`src/rtl/seg_scan_driver_pkg.sv`:
```
// Shared types and constants for the 7-segment scan driver (package seg_pkg).
package seg_pkg;

  typedef enum logic {BLANK = 1'b0, SHOW = 1'b1} scan_state_t;

  localparam int SEG_W      = 7;
  localparam int MAX_DIGITS = 16;
  localparam logic [SEG_W-1:0] SEG_OFF = 7'b0000000;

  // All-ones enable vector at the widest supported bank; callers slice it down.
  function automatic logic [MAX_DIGITS-1:0] dig_off();
    return '1;
  endfunction

endpackage

```
`src/rtl/seg_scan_driver_hex_display.sv`:
```
// Hex nibble to 7-segment decoder, active-high segments, bit6..bit0 = a..g.
module hex_display
  import seg_pkg::*;
(
  input  logic [3:0]       nibble,
  output logic [SEG_W-1:0] segment
);

  always_comb begin
    segment = SEG_OFF;
    case (nibble)
      4'h0: segment = 7'b1111110;
      4'h1: segment = 7'b0110000;
      4'h2: segment = 7'b1101101;
      4'h3: segment = 7'b1111001;
      4'h4: segment = 7'b0110011;
      4'h5: segment = 7'b1011011;
      4'h6: segment = 7'b1011111;
      4'h7: segment = 7'b1110000;
      4'h8: segment = 7'b1111111;
      4'h9: segment = 7'b1111011;
      4'hA: segment = 7'b1110111;
      4'hB: segment = 7'b0011111;
      4'hC: segment = 7'b1001110;
      4'hD: segment = 7'b0111101;
      4'hE: segment = 7'b1001111;
      4'hF: segment = 7'b1000111;
      default: segment = SEG_OFF;
    endcase
  end

endmodule

```
`src/rtl/seg_scan_driver.sv`:
```
// Time-multiplexed 7-segment scan driver with shadow capture and blanking gaps.
// Optional leading-zero suppression: define SEG_ZERO_SUPPRESS_EN.
module seg_scan_driver
  import seg_pkg::*;
#(
  parameter int DIGITS       = 8,
  parameter int ON_CYCLES    = 50000,
  parameter int BLANK_CYCLES = 500
) (
  input  logic                  clk,
  input  logic                  rst,
  input  logic [4*DIGITS-1:0]   value,
  input  logic                  update,
  output logic                  pending,
  output logic                  frame_start,
  output logic [DIGITS-1:0]     digit_en_n,
  output logic [SEG_W-1:0]      segment
);

  localparam int IDX_W   = (DIGITS > 1) ? $clog2(DIGITS) : 1;
  localparam int CNT_MAX = (ON_CYCLES > BLANK_CYCLES) ? ON_CYCLES : BLANK_CYCLES;
  localparam int CNT_W   = (CNT_MAX > 1) ? $clog2(CNT_MAX) : 1;
  localparam logic [MAX_DIGITS-1:0] DIG_ALL = dig_off();
  localparam logic [DIGITS-1:0]     DIG_OFF = DIG_ALL[DIGITS-1:0];

  scan_state_t         state_q, state_d;
  logic [IDX_W-1:0]    idx_q, idx_d;
  logic [CNT_W-1:0]    cnt_q, cnt_d;
  logic [4*DIGITS-1:0] shadow_q, shadow_d;
  logic [4*DIGITS-1:0] shown_q, shown_d;
  logic                pending_q, pending_d;
  logic                frame_start_q, frame_start_d;
  logic [DIGITS-1:0]   digit_en_n_q, digit_en_n_d;
  logic [SEG_W-1:0]    segment_q, segment_d;

  logic [3:0]          nibble;
  logic [SEG_W-1:0]    dec_seg;
  logic                lit;

  always_comb begin
    state_d       = state_q;
    idx_d         = idx_q;
    cnt_d         = cnt_q;
    shadow_d      = shadow_q;
    shown_d       = shown_q;
    pending_d     = pending_q;
    frame_start_d = 1'b0;
    case (state_q)
      BLANK: begin
        if (cnt_q == CNT_W'(BLANK_CYCLES - 1)) begin
          state_d = SHOW;
          cnt_d   = '0;
          if (idx_q == '0) begin
            frame_start_d = 1'b1;
            if (pending_q) begin
              shown_d   = shadow_q;
              pending_d = 1'b0;
            end
          end
        end else begin
          cnt_d = cnt_q + 1'b1;
        end
      end
      default: begin
        if (cnt_q == CNT_W'(ON_CYCLES - 1)) begin
          state_d = BLANK;
          cnt_d   = '0;
          idx_d   = (idx_q == IDX_W'(DIGITS - 1)) ? '0 : idx_q + 1'b1;
        end else begin
          cnt_d = cnt_q + 1'b1;
        end
      end
    endcase
    // A capture on the commit edge lands after the commit took the old shadow.
    if (update) begin
      shadow_d  = value;
      pending_d = 1'b1;
    end
  end

  // Decode from next-state values so outputs stay registered yet track the commit.
  assign nibble = shown_d[{idx_d, 2'b00} +: 4];

  hex_display u_hex (
    .nibble  (nibble),
    .segment (dec_seg)
  );

`ifdef SEG_ZERO_SUPPRESS_EN
  logic [DIGITS-1:0] nz;
  logic [IDX_W-1:0]  hi;

  for (genvar gi = 0; gi < DIGITS; gi++) begin : g_nz
    assign nz[gi] = |shown_d[4*gi +: 4];
  end

  always_comb begin
    hi = '0;
    for (int i = 1; i < DIGITS; i++) begin
      if (nz[i]) hi = IDX_W'(i);
    end
  end

  assign lit = (idx_d <= hi);
`else
  assign lit = 1'b1;
`endif

  always_comb begin
    digit_en_n_d = DIG_OFF;
    segment_d    = SEG_OFF;
    if (state_d == SHOW && lit) begin
      digit_en_n_d[idx_d] = 1'b0;
      segment_d           = dec_seg;
    end
  end

  always_ff @(posedge clk or posedge rst) begin
    if (rst) begin
      state_q       <= BLANK;
      idx_q         <= '0;
      cnt_q         <= '0;
      shadow_q      <= '0;
      shown_q       <= '0;
      pending_q     <= 1'b0;
      frame_start_q <= 1'b0;
      digit_en_n_q  <= DIG_OFF;
      segment_q     <= SEG_OFF;
    end else begin
      state_q       <= state_d;
      idx_q         <= idx_d;
      cnt_q         <= cnt_d;
      shadow_q      <= shadow_d;
      shown_q       <= shown_d;
      pending_q     <= pending_d;
      frame_start_q <= frame_start_d;
      digit_en_n_q  <= digit_en_n_d;
      segment_q     <= segment_d;
    end
  end

  assign pending     = pending_q;
  assign frame_start = frame_start_q;
  assign digit_en_n  = digit_en_n_q;
  assign segment     = segment_q;

endmodule

```
`config.mk`:
```
export PLATFORM = sky130hd
export DESIGN_NAME = seg_scan_driver
export DESIGN_NICKNAME = d
export VERILOG_FILES = /design/src/rtl/seg_scan_driver_pkg.sv /design/src/rtl/seg_scan_driver_hex_display.sv /design/src/rtl/seg_scan_driver.sv
export SDC_FILE = /design/constraint.sdc
export NUM_CORES = 1
export LEC_CHECK = 0
export BUFFER_PORTS_ARGS = -buffer_cell sky130_fd_sc_hd__buf_4
export CAP_MARGIN = 20
export CORE_ASPECT_RATIO = 1.5
export CORE_MARGIN = 2
export CORE_UTILIZATION = 30
export CTS_CLUSTER_DIAMETER = 40
export DETAILED_ROUTE_END_ITERATION = 8
export PLACE_DENSITY = 0.47
export SYNTH_ARGS = -nofsm -noshare
export SYNTH_HDL_FRONTEND = slang
export SYNTH_HIERARCHICAL = 1
export SYNTH_SLANG_ARGS = --single-unit
```
`constraint.sdc`:
```
create_clock -name clk -period 3.5 [get_ports clk]
set_clock_uncertainty 0.05 [all_clocks]
set_input_delay 0.7 -clock clk [delete_from_list [all_inputs] [get_ports clk]]
set_output_delay 0.7 -clock clk [all_outputs]
set_load 0.005 [all_outputs]
```
==> results.sh, run 1 <==
export IMPL_area_growth_synth_to_final_pct=38.9
export IMPL_cp_slowest_stage_delay_ns=0.58
export IMPL_synth_area_mm2=0.00485
export IMPL_syn_nets=517
export IMPL_crit_chain="or4_4 > or4_4 > nor2_8 > o21ai_4 > buf_6 > nand2_1 > a21oi_2 > or4b_4 > inv_4 > ha_4 > mux4_2 > and2_1"
export IMPL_power_mw=2.26
export IMPL_grt_max_degree=58
export IMPL_diodes=0
export IMPL_p_leak_nw=3.11
export IMPL_worst_setup_path_type="flip-flop to flip-flop"
export IMPL_ys_flop_type="dfrtp_1"
export IMPL_htreeDepth=3
export IMPL_cts_root_buf="clkbuf_16"
export IMPL_clkSinkCount=101
export IMPL_cts_tree="done"
export IMPL_dp_hpwl_um=8860
export IMPL_violations="negative setup slack"
export IMPL_slew_viol_final=0
export IMPL_drt_iter0_drc=107
export IMPL_vias=3814
export IMPL_setup_viol=7
export IMPL_core_area_mm2=0.0160
export IMPL_clkSlewWorstSetupHoldPaths_ns=0.07
export IMPL_crit_top_cell="or4_4"
export IMPL_fmax_mhz=267
export IMPL_clk_latency_ns=0.35
export IMPL_p_seq_share_pct=54.4
export IMPL_die_area_mm2=0.0172
export IMPL_final_net_count=656
export IMPL_ant_nets=0
export IMPL_route_detailed_drc=0
export IMPL_gp_congestion=0.798
export IMPL_fin_ws_ns=-0.241
export IMPL_post_place_ws_ns=-0.352
export IMPL_powerDensity_mw_per_mm2=336
export IMPL_drive_gt1_share_pct=42.4
export IMPL_timing_final_crit_share_pct=107
export IMPL_tns_ns=-1.20
export IMPL_ctsHoldBuffers=0
export IMPL_fin_crit_ns=3.74
export IMPL_hold_viol_final=0
export IMPL_ys_seq_area_share_pct=52.3
export IMPL_detail_route_first_pass_iterations=4
export IMPL_power_share_clock_pct=40.8
export IMPL_dp_cells=781
export IMPL_p_sw_mw=0.511
export IMPL_cp_required_ns=3.70
export IMPL_cp_arrival_ns=3.94
export IMPL_ys_types=51
export IMPL_ir_drop_v=0.000231
export IMPL_whs_ns=0.365
export IMPL_avgViaCountPerCell=4.65
export IMPL_die_w_um=108
export IMPL_cp_top_family="simple AND/OR/NAND/NOR gates"
export IMPL_dpl_cell_area_mm2=0.00603
export IMPL_max_slew_margin_pct=54.3
export IMPL_critPathLaunch="cnt_q[13]"
export IMPL_final_core_util_pct=42.0
export IMPL_finalWirelength_um=12300
export IMPL_ys_ff_latch=101
export IMPL_crit_path_top_delay_cell="or4b_4"
export IMPL_avgSynthCellArea_um2=10.3
export IMPL_start_util_pct=30.2
export IMPL_netlist_instances=471
export IMPL_drv_cap=0
export IMPL_crit_path_start_kind="flip-flop"
export IMPL_hp_class="input pin to async pin"
export IMPL_cts_buffer_depth=2
export IMPL_critical_path_buf_inv_count=2
export IMPL_portBuffers=51
export IMPL_grt_antenna_before_repair=0
export IMPL_rsz0062_at_grt="true"
export IMPL_power_internal_mw=1.75
export IMPL_final_area_mm2=0.00674
export IMPL_async_flop_share_pct=100
export IMPL_crit_path_max_fanout=8
export IMPL_pwr_share_comb_pct=4.8
export IMPL_ios=52
export IMPL_dieHeight_um=160
export IMPL_synth_edff_count=0
export IMPL_gr_total_overflow=0
export IMPL_rows=57
export IMPL_r2r_start="cnt_q[13]"
export IMPL_end_kind="flip-flop"
export IMPL_grt_pass1_vias=4013
export IMPL_switching_share_pct=22.6
export IMPL_grt_usage_pct=15.3
export IMPL_fill_cells=1565
export IMPL_grt_first_pass_wirelength_um=20200
export IMPL_final_cells=821
export IMPL_numCtsBuffers=9
export IMPL_outcome="finished with violations"
export IMPL_yosys_warnings=6
export IMPL_worst_pin_slew_ns=0.679
export IMPL_wire_per_inst_um=15.0
area by class of cell:
cell class	instances	area [um2]	share of cell area, %
Timing Repair inverter	1	6.26	0.0928
Tap cell	206	258	3.82
Inverter	15	68.8	1.02
Multi-Input combinational cell	333	2340	34.8
Sequential cell	101	2540	37.6
Clock buffer	11	233	3.45
Timing Repair Buffer	149	1260	18.7
Clock inverter	5	35.0	0.520
final timing paths:
check,slack (ns),cells past startpoint,end
max,-0.24,12,segment[3]
min in group clk,0.42,2,shown_q[23]
min,0.36,2,shown_q[30]
min reg2reg,0.42,2,shown_q[23]
max in group asynchronous,2.32,3,digit_en_n[0]
max reg2reg,-0.24,12,segment[3]
layer usage:
layer  global-route usage (%)  routed length (um)  vias to the layer above
li1                         -                   -                     1880
met3                     2.86                 338                       21
met4                     7.58                 360                        0
met1                     17.9                5010                     1847
met5                        0                   0                        -
met2                     26.3                6620                       66
logic make-up (layout without fill, tap and decap cells):
| logic type | Yosys count | in the layout | share of synthesized area [%] |
|---|---|---|---|
| muxes | 48 | 48 | 11.4 |
| buffers and inverters | 37 | 181 | 3.79 |
| AOI/OAI and AO/OA | 44 | 44 | 6.01 |
| DFF | 101 | 101 | 52.3 |
| and+or+nand+nor | 216 | 216 | 21.1 |
| xor gates and xnor gates | 14 | 14 | 2.53 |
| adders and majority gates | 11 | 11 | 2.84 |
flip-flops by register name (all words and copies together) (netlist names):
| name | count |
|---|---|
| shadow_q | 32 |
| shown_q | 32 |
| cnt_q | 16 |
| digit_en_n | 8 |
| segment | 7 |
| idx_q | 3 |
| frame_start | 1 |
| pending | 1 |
| state_q | 1 |
synthesized netlist by cell type (all sizes together) (6+ instances only):
cell,n,area share (%)
nand2,122,9.4
dfrtp,93,48
mux2,43,10
nand3,27,2.9
nor2,24,2.2
a21oi,15,1.5
inv,15,1.3
buf,12,1.8
ha,11,2.8
clkbuf,10,0.77
o21ai,10,1.3
dfstp,8,4.3
xor2,8,1.4
and2,7,0.90
a31oi,6,0.77
or4b,6,1.2
xnor2,6,1.1
what timing repair did:
action | 4_1_cts | 5_1_grt
gates resized for setup | 50 | 9
buffers inserted | 14 | 9
setup endpoints to repair | 7 | 7
pin swaps | 10 | 4
cloned | 2 | 1
power by group through the flow:
stage / Sequential (mW) / Combinational, mW / Clock, mW
final: 1.23 / 0.108 / 0.923
after global routing: 1.24 / 0.122 / 1.02
after CTS: 1.23 / 0.112 / 0.965
after detailed placement: 1.25 / 0.112 / 0
after global placement: 1.25 / 0.109 / 0
after floorplan: 1.24 / 0.0670 / 0
layout by cell type (no fill, tap or decap), types with 6 or more instances in the layout:
cell / n
a21oi_1: 11
and2_1: 6
buf_4: 130
buf_6: 13
clkbuf_16: 10
dfrtp_1: 93
dfstp_2: 8
ha_1: 7
inv_1: 10
mux2_2: 40
nand2_1: 119
nand3_1: 26
nor2_1: 21
xnor2_1: 6
xor2_1: 8
Note: power is estimated with default switching activity, not from simulation.
==> run 2: changes to the inputs <==
--- a/config.mk
+++ b/config.mk
@@ -12,6 +12,7 @@
 export CORE_UTILIZATION = 30
 export CTS_CLUSTER_DIAMETER = 40
 export DETAILED_ROUTE_END_ITERATION = 8
+export MAX_ROUTING_LAYER = met4
 export PLACE_DENSITY = 0.47
 export SYNTH_ARGS = -nofsm -noshare
 export SYNTH_HDL_FRONTEND = slang
==> run 2 against run 1 <==
Against the previous run:
- the run still ends with negative setup slack left
- count of clock-buffer cells in the layout unchanged
- critical path type unchanged
- cell area stayed put
- cell count unchanged
- clock power hardly changed
- global-route usage rose by 0.45 points
- largest power group unchanged
- worst hold slack gained 0.0020 ns
- register-to-register slack is essentially flat
- wire length hardly changed
- worst setup slack better by 0.0060 ns
- die area unchanged
- largest cell class unchanged
- utilization unchanged
- combinational power is essentially flat
- highest routed layer unchanged
==> results.sh, run 2 (synthesis results as in run 1) <==
export IMPL_cts_root_buf="clkbuf_16"
export IMPL_layout_common_cells="130 x buf_4, 119 x nand2_1, 93 x dfrtp_1"
export IMPL_dp_hpwl_um=8860
export IMPL_timing_final_crit_share_pct=107
export IMPL_clkSlewWorstSetupHoldPaths_ns=0.07
export IMPL_finalWirelength_um=12300
export IMPL_hp_class="input pin to async pin"
export IMPL_die_area_mm2=0.0172
export IMPL_dpl_cell_area_mm2=0.00603
export IMPL_portBuffers=51
export IMPL_grt_max_degree=58
export IMPL_grt_use_met3_pct=2.86
export IMPL_cts_buffer_depth=2
export IMPL_rsz0062_at_grt="true"
export IMPL_grt_antenna_before_repair=0
export IMPL_cp_arrival_ns=3.93
export IMPL_end_kind="flip-flop"
export IMPL_hold_viol_final=0
export IMPL_fin_ws_ns=-0.235
export IMPL_fmax_mhz=268
export IMPL_gp_congestion=0.809
export IMPL_worst_setup_path_type="flip-flop to flip-flop"
export IMPL_core_area_mm2=0.0160
export IMPL_use_met2_pct=26.4
export IMPL_clkSinkCount=101
export IMPL_die_w_um=108
export IMPL_slew_viol_final=0
export IMPL_p_leak_nw=3.11
export IMPL_gr_usage_met1_pct=17.9
export IMPL_vias=3821
export IMPL_drive_gt1_share_pct=42.4
export IMPL_final_net_count=656
export IMPL_violations="negative setup slack"
export IMPL_ant_nets=0
export IMPL_drv_cap=0
export IMPL_avgViaCountPerCell=4.65
export IMPL_final_area_mm2=0.00674
export IMPL_drt_iter0_drc=103
export IMPL_wire_per_inst_um=15.0
export IMPL_ios=52
export IMPL_htreeDepth=3
export IMPL_diodes=0
export IMPL_rows=57
export IMPL_outcome="finished with violations"
export IMPL_fin_crit_ns=3.74
export IMPL_setup_viol=7
export IMPL_clk_latency_ns=0.35
export IMPL_grt_usage_pct=15.7
export IMPL_ir_drop_v=0.000231
export IMPL_gr_total_overflow=0
export IMPL_crit_path_max_fanout=8
export IMPL_start_util_pct=30.2
export IMPL_largestRegisters="shadow_q: 32 flops, shown_q: 32 flops, cnt_q: 16 flops"
export IMPL_max_slew_margin_pct=54.3
export IMPL_route_detailed_drc=0
export IMPL_powerDensity_mw_per_mm2=336
export IMPL_area_growth_synth_to_final_pct=38.9
export IMPL_grt_pass1_vias=4007
export IMPL_worst_pin_slew_ns=0.679
export IMPL_busiest_layer="met2"
export IMPL_crit_path_start_kind="flip-flop"
export IMPL_grt_first_pass_wirelength_um=20200
export IMPL_cts_tree="done"
export IMPL_detail_route_first_pass_iterations=4
export IMPL_numCtsBuffers=9
export IMPL_whs_ns=0.367
export IMPL_layout_commonest_cell="buf_4"
export IMPL_dieHeight_um=160
export IMPL_cp_required_ns=3.70
==> run 2: cell counts in the layout (fill, tap and decap cells not counted) <==
Identical to the previous run, type by type.
==> run 2: layout make-up <==
| class | instances | area [um2] |
|---|---|---|
| clock inverter | 5 | 35.0 |
| tap | 206 | 258 |
| fill | 1565 | 9300 |
| sequential | 101 | 2540 |
| multi-input combinational | 333 | 2340 |
| clock buffer | 11 | 233 |
| timing repair inverter | 1 | 6.26 |
| inverter | 15 | 68.8 |
| timing repair buffer | 149 | 1260 |
==> run 2: worst max-delay path, stage by stage (launching register included) <==
cell	delay, ns
dfrtp_1	0.38
or4_4	0.57
or4_4	0.54
nor2_8	0.13
o21ai_4	0.14
buf_6	0.16
nand2_1	0.07
a21oi_2	0.07
or4b_4	0.58
inv_4	0.13
ha_4	0.21
mux4_2	0.45
and2_1	0.14
==> run 2: what timing repair did <==
item | in CTS | in global routing
hold buffers | 0 | 0
setup buffers | 14 | 9
resized for setup | 50 | 9
pin swaps | 10 | 4
cloned | 2 | 1
setup endpoints to repair | 7 | 7
==> run 2: path summary, 6_finish.rpt <==
kind	start	to	slack [ns]	cells past startpoint
hold reg to reg	shown_q[20]	shown_q[20]	0.42	2
hold / removal	rst	shown_q[30]	0.37	2
setup / recovery	cnt_q[13]	segment[3]	-0.24	12
min in group clk	shown_q[20]	shown_q[20]	0.42	2
max in group asynchronous	rst	digit_en_n[0]	2.31	3
setup reg to reg	cnt_q[13]	segment[3]	-0.24	12
==> run 2: report_power, final <==
| group | internal (mW) | switching (mW) | leakage [nW] | total (mW) |
|---|---|---|---|---|
| sequential | 1.20 | 0.0275 | 1.29 | 1.23 |
| combinational | 0.0626 | 0.0453 | 1.68 | 0.108 |
| clock | 0.485 | 0.441 | 0.130 | 0.926 |
==> run 2: through the flow <==
stage	instances	worst slack [ns]	power (mW)	utilization, %	TNS, ns
3_5_place_dp	781	-0.352	1.37	37.6	-2.00
5_1_grt	821	-0.327	2.38	42.0	-1.90
3_3_place_gp	781	-0.279	1.36	37.6	-1.62
6_report	821	-0.235	2.27	42.0	-1.15
2_1_floorplan	471	-0.179	1.31	-	-0.285
4_1_cts	812	-0.208	2.31	41.3	-1.01
==> run 2: per-layer routing <==
| layer | routed length (um) | share of wire (%) | vias to the layer above |
|---|---|---|---|
| met5 | 0 | 0 | - |
| met4 | 345 | 2.8 | 0 |
| met3 | 345 | 2.8 | 21 |
| met2 | 6630 | 54 | 64 |
| met1 | 5010 | 41 | 1856 |
| li1 | - | - | 1880 |
